## src/rtl/easyaxi_slv_if.sv

```systemverilog
// AR/R channel bundle between the EasyAXI master and the read-side responder.
// Single-beat reads: no ID, burst or last signalling.
`ifndef AXI_ADDR_WIDTH
`define AXI_ADDR_WIDTH 32
`endif

interface easyaxi_slv_if #(
  parameter int unsigned ADDR_WIDTH = `AXI_ADDR_WIDTH,
  parameter int unsigned DATA_WIDTH = 32
);
  logic                  axi_slv_arvalid;
  logic                  axi_slv_arready;
  logic [ADDR_WIDTH-1:0] axi_slv_araddr;
  logic                  axi_slv_rvalid;
  logic                  axi_slv_rready;
  logic [DATA_WIDTH-1:0] axi_slv_rdata;
  logic [1:0]            axi_slv_rresp;

  modport master (
    output axi_slv_arvalid,
    output axi_slv_araddr,
    output axi_slv_rready,
    input  axi_slv_arready,
    input  axi_slv_rvalid,
    input  axi_slv_rdata,
    input  axi_slv_rresp
  );

  modport slave (
    input  axi_slv_arvalid,
    input  axi_slv_araddr,
    input  axi_slv_rready,
    output axi_slv_arready,
    output axi_slv_rvalid,
    output axi_slv_rdata,
    output axi_slv_rresp
  );
endinterface

```

## src/rtl/easyaxi_slv.sv

```systemverilog
// AXI read responder: queues AR addresses in order and returns one R beat per
// request after a fixed wait, flagging out-of-range addresses with SLVERR.
`ifndef AXI_ADDR_WIDTH
`define AXI_ADDR_WIDTH 32
`endif

module easyaxi_slv #(
  parameter int unsigned           ADDR_WIDTH   = `AXI_ADDR_WIDTH,
  parameter int unsigned           DATA_WIDTH   = 32,
  parameter int unsigned           DEPTH        = 4,
  parameter int unsigned           READ_LAT     = 2,
  parameter logic [ADDR_WIDTH-1:0] ADDR_LIMIT   = 32'h0000_1000,
  parameter logic [DATA_WIDTH-1:0] DATA_PATTERN = 32'hA5A5_0000
) (
  input  logic         clk,
  input  logic         rst,
  easyaxi_slv_if.slave axi_slv
);

  localparam int unsigned PTR_W = $clog2(DEPTH);
  localparam int unsigned CNT_W = PTR_W + 1;
  localparam int unsigned LAT_W = (READ_LAT > 1) ? $clog2(READ_LAT) : 1;

  localparam logic [CNT_W-1:0] DEPTH_C    = CNT_W'(DEPTH);
  localparam logic [LAT_W-1:0] LAT_LOAD_C = LAT_W'(READ_LAT - 1);

  typedef enum logic [1:0] {
    IDLE = 2'd0,
    WAIT = 2'd1,
    RESP = 2'd2
  } state_t;

  logic [ADDR_WIDTH-1:0] mem_r [DEPTH];
  logic [PTR_W-1:0]      wr_ptr_r;
  logic [PTR_W-1:0]      rd_ptr_r;
  logic [CNT_W-1:0]      count_r;

  state_t                state_r;
  state_t                state_nxt_s;
  logic [LAT_W-1:0]      cnt_r;

  logic                  arready_s;
  logic                  push_s;
  logic                  pop_s;
  logic                  rvalid_s;
  logic                  load_s;

  logic [ADDR_WIDTH-1:0] head_s;
  logic [DATA_WIDTH-1:0] addr_ext_s;
  logic [DATA_WIDTH-1:0] rdata_nxt_s;
  logic [1:0]            rresp_nxt_s;
  logic [DATA_WIDTH-1:0] rdata_r;
  logic [1:0]            rresp_r;

  // AR acceptance depends only on occupancy, so a same-cycle pop cannot open a full queue
  always_comb begin
    arready_s = ~rst & (count_r < DEPTH_C);
    push_s    = axi_slv.axi_slv_arvalid & arready_s;
  end

  // Address storage; entries are only meaningful between push and pop
  always_ff @(posedge clk) begin
    if (push_s) begin
      mem_r[wr_ptr_r] <= axi_slv.axi_slv_araddr;
    end
  end

  // Queue pointers and occupancy
  always_ff @(posedge clk) begin
    if (rst) begin
      wr_ptr_r <= {PTR_W{1'b0}};
      rd_ptr_r <= {PTR_W{1'b0}};
      count_r  <= {CNT_W{1'b0}};
    end else begin
      if (push_s) begin
        wr_ptr_r <= wr_ptr_r + PTR_W'(1);
      end
      if (pop_s) begin
        rd_ptr_r <= rd_ptr_r + PTR_W'(1);
      end
      case ({push_s, pop_s})
        2'b10:   count_r <= count_r + CNT_W'(1);
        2'b01:   count_r <= count_r - CNT_W'(1);
        default: count_r <= count_r;
      endcase
    end
  end

  // FSM state register
  always_ff @(posedge clk) begin
    if (rst) begin
      state_r <= IDLE;
    end else begin
      state_r <= state_nxt_s;
    end
  end

  // FSM next-state logic
  always_comb begin
    state_nxt_s = state_r;
    case (state_r)
      IDLE: begin
        if (count_r != {CNT_W{1'b0}}) begin
          state_nxt_s = WAIT;
        end else begin
          state_nxt_s = IDLE;
        end
      end
      WAIT: begin
        if (cnt_r == {LAT_W{1'b0}}) begin
          state_nxt_s = RESP;
        end else begin
          state_nxt_s = WAIT;
        end
      end
      RESP: begin
        if (axi_slv.axi_slv_rready) begin
          state_nxt_s = IDLE;
        end else begin
          state_nxt_s = RESP;
        end
      end
      default: state_nxt_s = IDLE;
    endcase
  end

  // FSM outputs
  always_comb begin
    rvalid_s = 1'b0;
    load_s   = 1'b0;
    case (state_r)
      WAIT:    load_s   = (cnt_r == {LAT_W{1'b0}});
      RESP:    rvalid_s = 1'b1;
      default: begin
        rvalid_s = 1'b0;
        load_s   = 1'b0;
      end
    endcase
    pop_s = rvalid_s & axi_slv.axi_slv_rready;
  end

  // Wait counter: loaded on IDLE->WAIT, counts down to zero in WAIT
  always_ff @(posedge clk) begin
    if (rst) begin
      cnt_r <= {LAT_W{1'b0}};
    end else if ((state_r == IDLE) && (state_nxt_s == WAIT)) begin
      cnt_r <= LAT_LOAD_C;
    end else if ((state_r == WAIT) && (cnt_r != {LAT_W{1'b0}})) begin
      cnt_r <= cnt_r - LAT_W'(1);
    end
  end

  // Response value for the queue head; the head cannot move while in WAIT
  always_comb begin
    head_s     = mem_r[rd_ptr_r];
    addr_ext_s = DATA_WIDTH'(head_s);
    if (head_s < ADDR_LIMIT) begin
      rdata_nxt_s = addr_ext_s ^ DATA_PATTERN;
      rresp_nxt_s = 2'b00;
    end else begin
      rdata_nxt_s = {DATA_WIDTH{1'b0}};
      rresp_nxt_s = 2'b10;
    end
  end

  // R payload registers hold stable for the whole RESP state
  always_ff @(posedge clk) begin
    if (rst) begin
      rdata_r <= {DATA_WIDTH{1'b0}};
      rresp_r <= 2'b00;
    end else if (load_s) begin
      rdata_r <= rdata_nxt_s;
      rresp_r <= rresp_nxt_s;
    end
  end

  assign axi_slv.axi_slv_arready = arready_s;
  assign axi_slv.axi_slv_rvalid  = rvalid_s;
  assign axi_slv.axi_slv_rdata   = rdata_r;
  assign axi_slv.axi_slv_rresp   = rresp_r;

endmodule

```

## src/flat_wrapper.sv

```systemverilog
// flat-port wrapper written by rule: the top's interface ports become plain ports
module easyaxi_slv_flat 
#(
  parameter int unsigned           ADDR_WIDTH   = `AXI_ADDR_WIDTH,
  parameter int unsigned           DATA_WIDTH   = 32,
  parameter int unsigned           DEPTH        = 4,
  parameter int unsigned           READ_LAT     = 2,
  parameter logic [ADDR_WIDTH-1:0] ADDR_LIMIT   = 32'h0000_1000,
  parameter logic [DATA_WIDTH-1:0] DATA_PATTERN = 32'hA5A5_0000
)
  (clk, rst, axi_slv_axi_slv_arvalid, axi_slv_axi_slv_araddr, axi_slv_axi_slv_rready, axi_slv_axi_slv_arready, axi_slv_axi_slv_rvalid, axi_slv_axi_slv_rdata, axi_slv_axi_slv_rresp);
  easyaxi_slv_if #(.ADDR_WIDTH(ADDR_WIDTH), .DATA_WIDTH(DATA_WIDTH)) axi_slv_i ();
  input  logic clk;
  input  logic rst;
  input wire logic [$bits(axi_slv_i.axi_slv_arvalid)-1:0] axi_slv_axi_slv_arvalid;
  input wire logic [$bits(axi_slv_i.axi_slv_araddr)-1:0] axi_slv_axi_slv_araddr;
  input wire logic [$bits(axi_slv_i.axi_slv_rready)-1:0] axi_slv_axi_slv_rready;
  output wire logic [$bits(axi_slv_i.axi_slv_arready)-1:0] axi_slv_axi_slv_arready;
  output wire logic [$bits(axi_slv_i.axi_slv_rvalid)-1:0] axi_slv_axi_slv_rvalid;
  output wire logic [$bits(axi_slv_i.axi_slv_rdata)-1:0] axi_slv_axi_slv_rdata;
  output wire logic [$bits(axi_slv_i.axi_slv_rresp)-1:0] axi_slv_axi_slv_rresp;
  assign axi_slv_i.axi_slv_arvalid = axi_slv_axi_slv_arvalid;
  assign axi_slv_i.axi_slv_araddr = axi_slv_axi_slv_araddr;
  assign axi_slv_i.axi_slv_rready = axi_slv_axi_slv_rready;
  assign axi_slv_axi_slv_arready = axi_slv_i.axi_slv_arready;
  assign axi_slv_axi_slv_rvalid = axi_slv_i.axi_slv_rvalid;
  assign axi_slv_axi_slv_rdata = axi_slv_i.axi_slv_rdata;
  assign axi_slv_axi_slv_rresp = axi_slv_i.axi_slv_rresp;
  easyaxi_slv #(.ADDR_WIDTH(ADDR_WIDTH), .DATA_WIDTH(DATA_WIDTH), .DEPTH(DEPTH), .READ_LAT(READ_LAT), .ADDR_LIMIT(ADDR_LIMIT), .DATA_PATTERN(DATA_PATTERN)) u_core (.clk(clk), .rst(rst), .axi_slv(axi_slv_i));
endmodule
```

## config.mk

```make
export PLATFORM = sky130hd
export DESIGN_NAME = easyaxi_slv_flat
export DESIGN_NICKNAME = d
export VERILOG_FILES = /design/src/rtl/easyaxi_slv_if.sv /design/src/rtl/easyaxi_slv.sv /design/src/flat_wrapper.sv
export SDC_FILE = /design/constraint.sdc
export NUM_CORES = 1
export LEC_CHECK = 0
export BUFFER_PORTS_ARGS = -buffer_cell sky130_fd_sc_hd__buf_2
export CORE_MARGIN = 2
export CORE_UTILIZATION = 50
export CTS_BUF_LIST = sky130_fd_sc_hd__clkbuf_4
export DETAILED_ROUTE_END_ITERATION = 7
export PLACE_DENSITY = 0.75
export SYNTH_ARGS = -nofsm -noshare
export SYNTH_HDL_FRONTEND = slang
export SYNTH_SLANG_ARGS = --single-unit
```

## constraint.sdc

```tcl
create_clock -name clk -period 5.6 [get_ports clk]
set_input_delay 1.68 -clock clk [delete_from_list [all_inputs] [get_ports clk]]
set_output_delay 1.68 -clock clk [all_outputs]
set_load 0.01 [all_outputs]
```

==> results.toml <==
[run_status]
status = "finished clean"

[drt]
wl_per_cell_um = 16.0
ant_nets = 0
drt_pre_antenna_iters = 4
drt_wl_total_mm = 9.97
routed_via_density = 5.10
dr_total_vias = 3187
dr.first_iter.drc_count = 251
post-route-drc-count = 0

[clock_tree]
cts-root-buf = "clkbuf_4"
cts_setup_buffers = 0
clk_path_buf_depth = 2
h-tree-depth = 4
clock_latency_ns = 0.52
numCtsBuffers = 17
cts_tree = "done"
post_cts_resized = 0
ctsHoldBuffers = 0
cts_sinks = 173
cts.clk_slew.worst_paths_ns = 0.11

[worst_setup_path]
critPathMostFrequentCell = "buf_2"
worst-path-stages = 3
worst-endpoint-arrival_ns = 2.34
crit_buf_inv = 2
path_cells = "buf_2 > nor2_1 > buf_2"
critical_path.max_stage_delay_ns = 0.27
crit_family = "buffers and inverters"
crit_fanout = 16
ff2ff_setup_slack_ns = 2.74
endpoint_kind = "output port"
r2r_cells = 5
cp-endpoint = "axi_slv_axi_slv_arready"
rr_endpoint = "u_core.axi_slv.axi_slv_rresp[1]$_SDFFE_PP0N_"
critPathLaunch = "rst"
crit_slowest_cell = "nor2_1"
critPathKind = "input port to output port"
crit_required_ns = 3.92
worstSetupStartpointType = "input port"

[power_and_ir_drop]
leakagePower_nw = 2.50
power_w = 0.00228
swShare_pct = 19.8
p_sw_w = 0.000452
ir_worst_vdd_mv = 0.250
p_int_w = 0.00183
seqPwrFrac_pct = 62.4
power.density_mw_per_mm2 = 318
clockPowerShare_pct = 33.1
combPwrFrac_pct = 4.5

[logic_synthesis]
synth_common_cells = "edfxtp_1, dfxtp_1, nand2_1, o31ai_2, nor2_1"
ys_types = 37
synth_area_mm2 = 0.00633
synth_area_per_cell_um2 = 17.6
synth-seq-area-share_pct = 75.0
synth_warnings = 0
synth_area_leaders = "edfxtp_1, dfxtp_1, mux4_2"
async_flop_share_pct = 0
yosysMostFrequentCell = "edfxtp_1"
synth_fp_nets = 402
synth-main-ff-cell = "edfxtp_1"
yosys_register_bits = 173
synth-edff-count = 128
synth_top_area_share_pct = 60.8
synthCells = 360
yosysTopAreaCell = "edfxtp_1"

[floorplan]
initial_utilization_pct = 50.7
dieArea_mm2 = 0.0136
die_width_um = 116
die_h_um = 116
core_mm2 = 0.0125
ios = 72
rows = 41

[sta]
fmax_mhz = 249
setup_viol = 0
worst_slack_ns = 1.58
finalMaxSlewViolations = 0
tightest_slew_ns = 1.07
hold_viol = 0
maxSlewHeadroom_pct = 28.5
finalClockSkew_ns = 0.0168
tns_ns = 0
post-route-min-period_ns = 4.02
period_share_pct = 71.7
rsz0062_at_grt = "no"

[grt]
grt_start_max_net_pins = 33
track_usage_pct = 15.9
grt_remaining_overflow = 0
antenna_found_initial = 1
grt_pass1_wl_mm = 15.9
grt_pass1_vias = 3242

[placement]
placed_cell_area_mm2 = 0.00685
pre_cts_ws_ns = 1.59
globalplace.congestion = 0.722
numPortBuffers = 70
hpwl_mm = 6.19

[finish]
final_cell_area_mm2 = 0.00717
fillers = 976
layout.nets = 481
layout-drive-gt1-share_pct = 33.2
final-seq-area_mm2 = 0.00475
syn_to_final_growth_pct = 13.4
multi_input_area_mm2 = 0.00147
utilization_pct = 57.6

[worst_hold_path]
worstHoldPathType = "register to register"

[job]
max_cap_violations = 0
==> registers in the layout (all words and copies together), names as in the netlist, named ones only <==
signal	count
u_core.state_r	2
u_core.cnt_r	1
u_core.axi_slv.axi_slv_rdata	32
u_core.wr_ptr_r	2
u_core.count_r	3
u_core.rd_ptr_r	2
u_core.axi_slv.axi_slv_rresp	1
u_core.mem_r	128
==> cell type report <==
cell class | instances | area share [%]
tap | 172 | 3.00
sequential | 173 | 66.1
inverter | 6 | 0.314
multi-input combinational | 164 | 20.4
clock inverter | 9 | 2.06
clock buffer | 23 | 2.41
antenna | 1 | 0.0349
timing repair buffer | 77 | 5.62
==> worst min-delay path by stage <==
| stage | from | end | slack, ns | cells past startpoint |
|---|---|---|---|---|
| after CTS | u_core.axi_slv.axi_slv_rdata[20]$_SDFFE_PP0N_ | u_core.axi_slv.axi_slv_rdata[20]$_SDFFE_PP0N_ | 0.47 | 1 |
| final | u_core.axi_slv.axi_slv_rdata[13]$_SDFFE_PP0N_ | u_core.axi_slv.axi_slv_rdata[13]$_SDFFE_PP0N_ | 0.47 | 1 |
| after floorplan | u_core.cnt_r$_SDFFE_PP0P_ | u_core.cnt_r$_SDFFE_PP0P_ | 0.47 | 2 |
| after detailed placement | u_core.axi_slv.axi_slv_rdata[20]$_SDFFE_PP0N_ | u_core.axi_slv.axi_slv_rdata[20]$_SDFFE_PP0N_ | 0.44 | 1 |
| after global routing | u_core.axi_slv.axi_slv_rdata[22]$_SDFFE_PP0N_ | u_core.axi_slv.axi_slv_rdata[22]$_SDFFE_PP0N_ | 0.49 | 1 |
| after global placement | u_core.axi_slv.axi_slv_rdata[16]$_SDFFE_PP0N_ | u_core.axi_slv.axi_slv_rdata[16]$_SDFFE_PP0N_ | 0.44 | 2 |
==> power by group through the flow <==
| stage | registers [W] | clock network [W] | logic, W |
|---|---|---|---|
| final | 0.00142 | 0.000756 | 0.000103 |
| after global routing | 0.00143 | 0.000830 | 0.000117 |
| after CTS | 0.00143 | 0.000776 | 0.000105 |
| after detailed placement | 0.00145 | 0 | 0.000105 |
| after global placement | 0.00145 | 0 | 0.0000997 |
| after floorplan | 0.00145 | 0 | 0.0000695 |
==> placed cells by master, fill, tap and decap left out, types with 3 or more instances in the layout <==
| master | Yosys | final |
|---|---|---|
| nor4_1 | 6 | 6 |
| dfxtp_1 | 45 | 44 |
| o31ai_2 | 20 | 20 |
| or3_1 | 3 | 3 |
| a21oi_1 | 7 | 7 |
| buf_4 | 1 | 7 |
| ha_1 | 5 | 5 |
| inv_1 | 6 | 6 |
| nor2_1 | 18 | 17 |
| buf_2 | 5 | 70 |
| and2_1 | 14 | 14 |
| and3_1 | 4 | 4 |
| xor2_1 | 3 | 3 |
| edfxtp_1 | 128 | 128 |
| nand2_1 | 36 | 36 |
| clkbuf_4 | 0 | 23 |
| mux4_2 | 16 | 16 |
| mux4_1 | 6 | 6 |
| clkinv_2 | 0 | 4 |
| bufinv_16 | 0 | 4 |
| nor3_1 | 5 | 5 |
==> cell families after synthesis <==
logic type,after synthesis,synth area share (%)
DFF,173,75.0
AOI/OAI and AO/OA,34,5.42
muxes,22,8.19
and+or+nand+nor,96,7.46
buffers and inverters,23,1.88
xor gates and xnor gates,5,0.692
adders and majority gates,6,1.31
other,1,0.0593
==> through the flow <==
stage	cells	hold WS [ns]
6_report	625	0.468
2_1_floorplan	360	0.466
3_3_place_gp	592	0.437
4_1_cts	624	0.470
5_1_grt	624	0.489
3_5_place_dp	592	0.439
==> metal layers <==
| layer | vias to the layer above | share of wire [%] | global-route usage, % |
|---|---|---|---|
| met1 | 1555 | 43 | 19.1 |
| met4 | 0 | 0.88 | 4.29 |
| met5 | - | 0 | 0 |
| met3 | 9 | 6.4 | 5.86 |
| li1 | 1535 | - | - |
| met2 | 88 | 50 | 27.1 |
No activity file was read; power rests on OpenSTA's default activity.
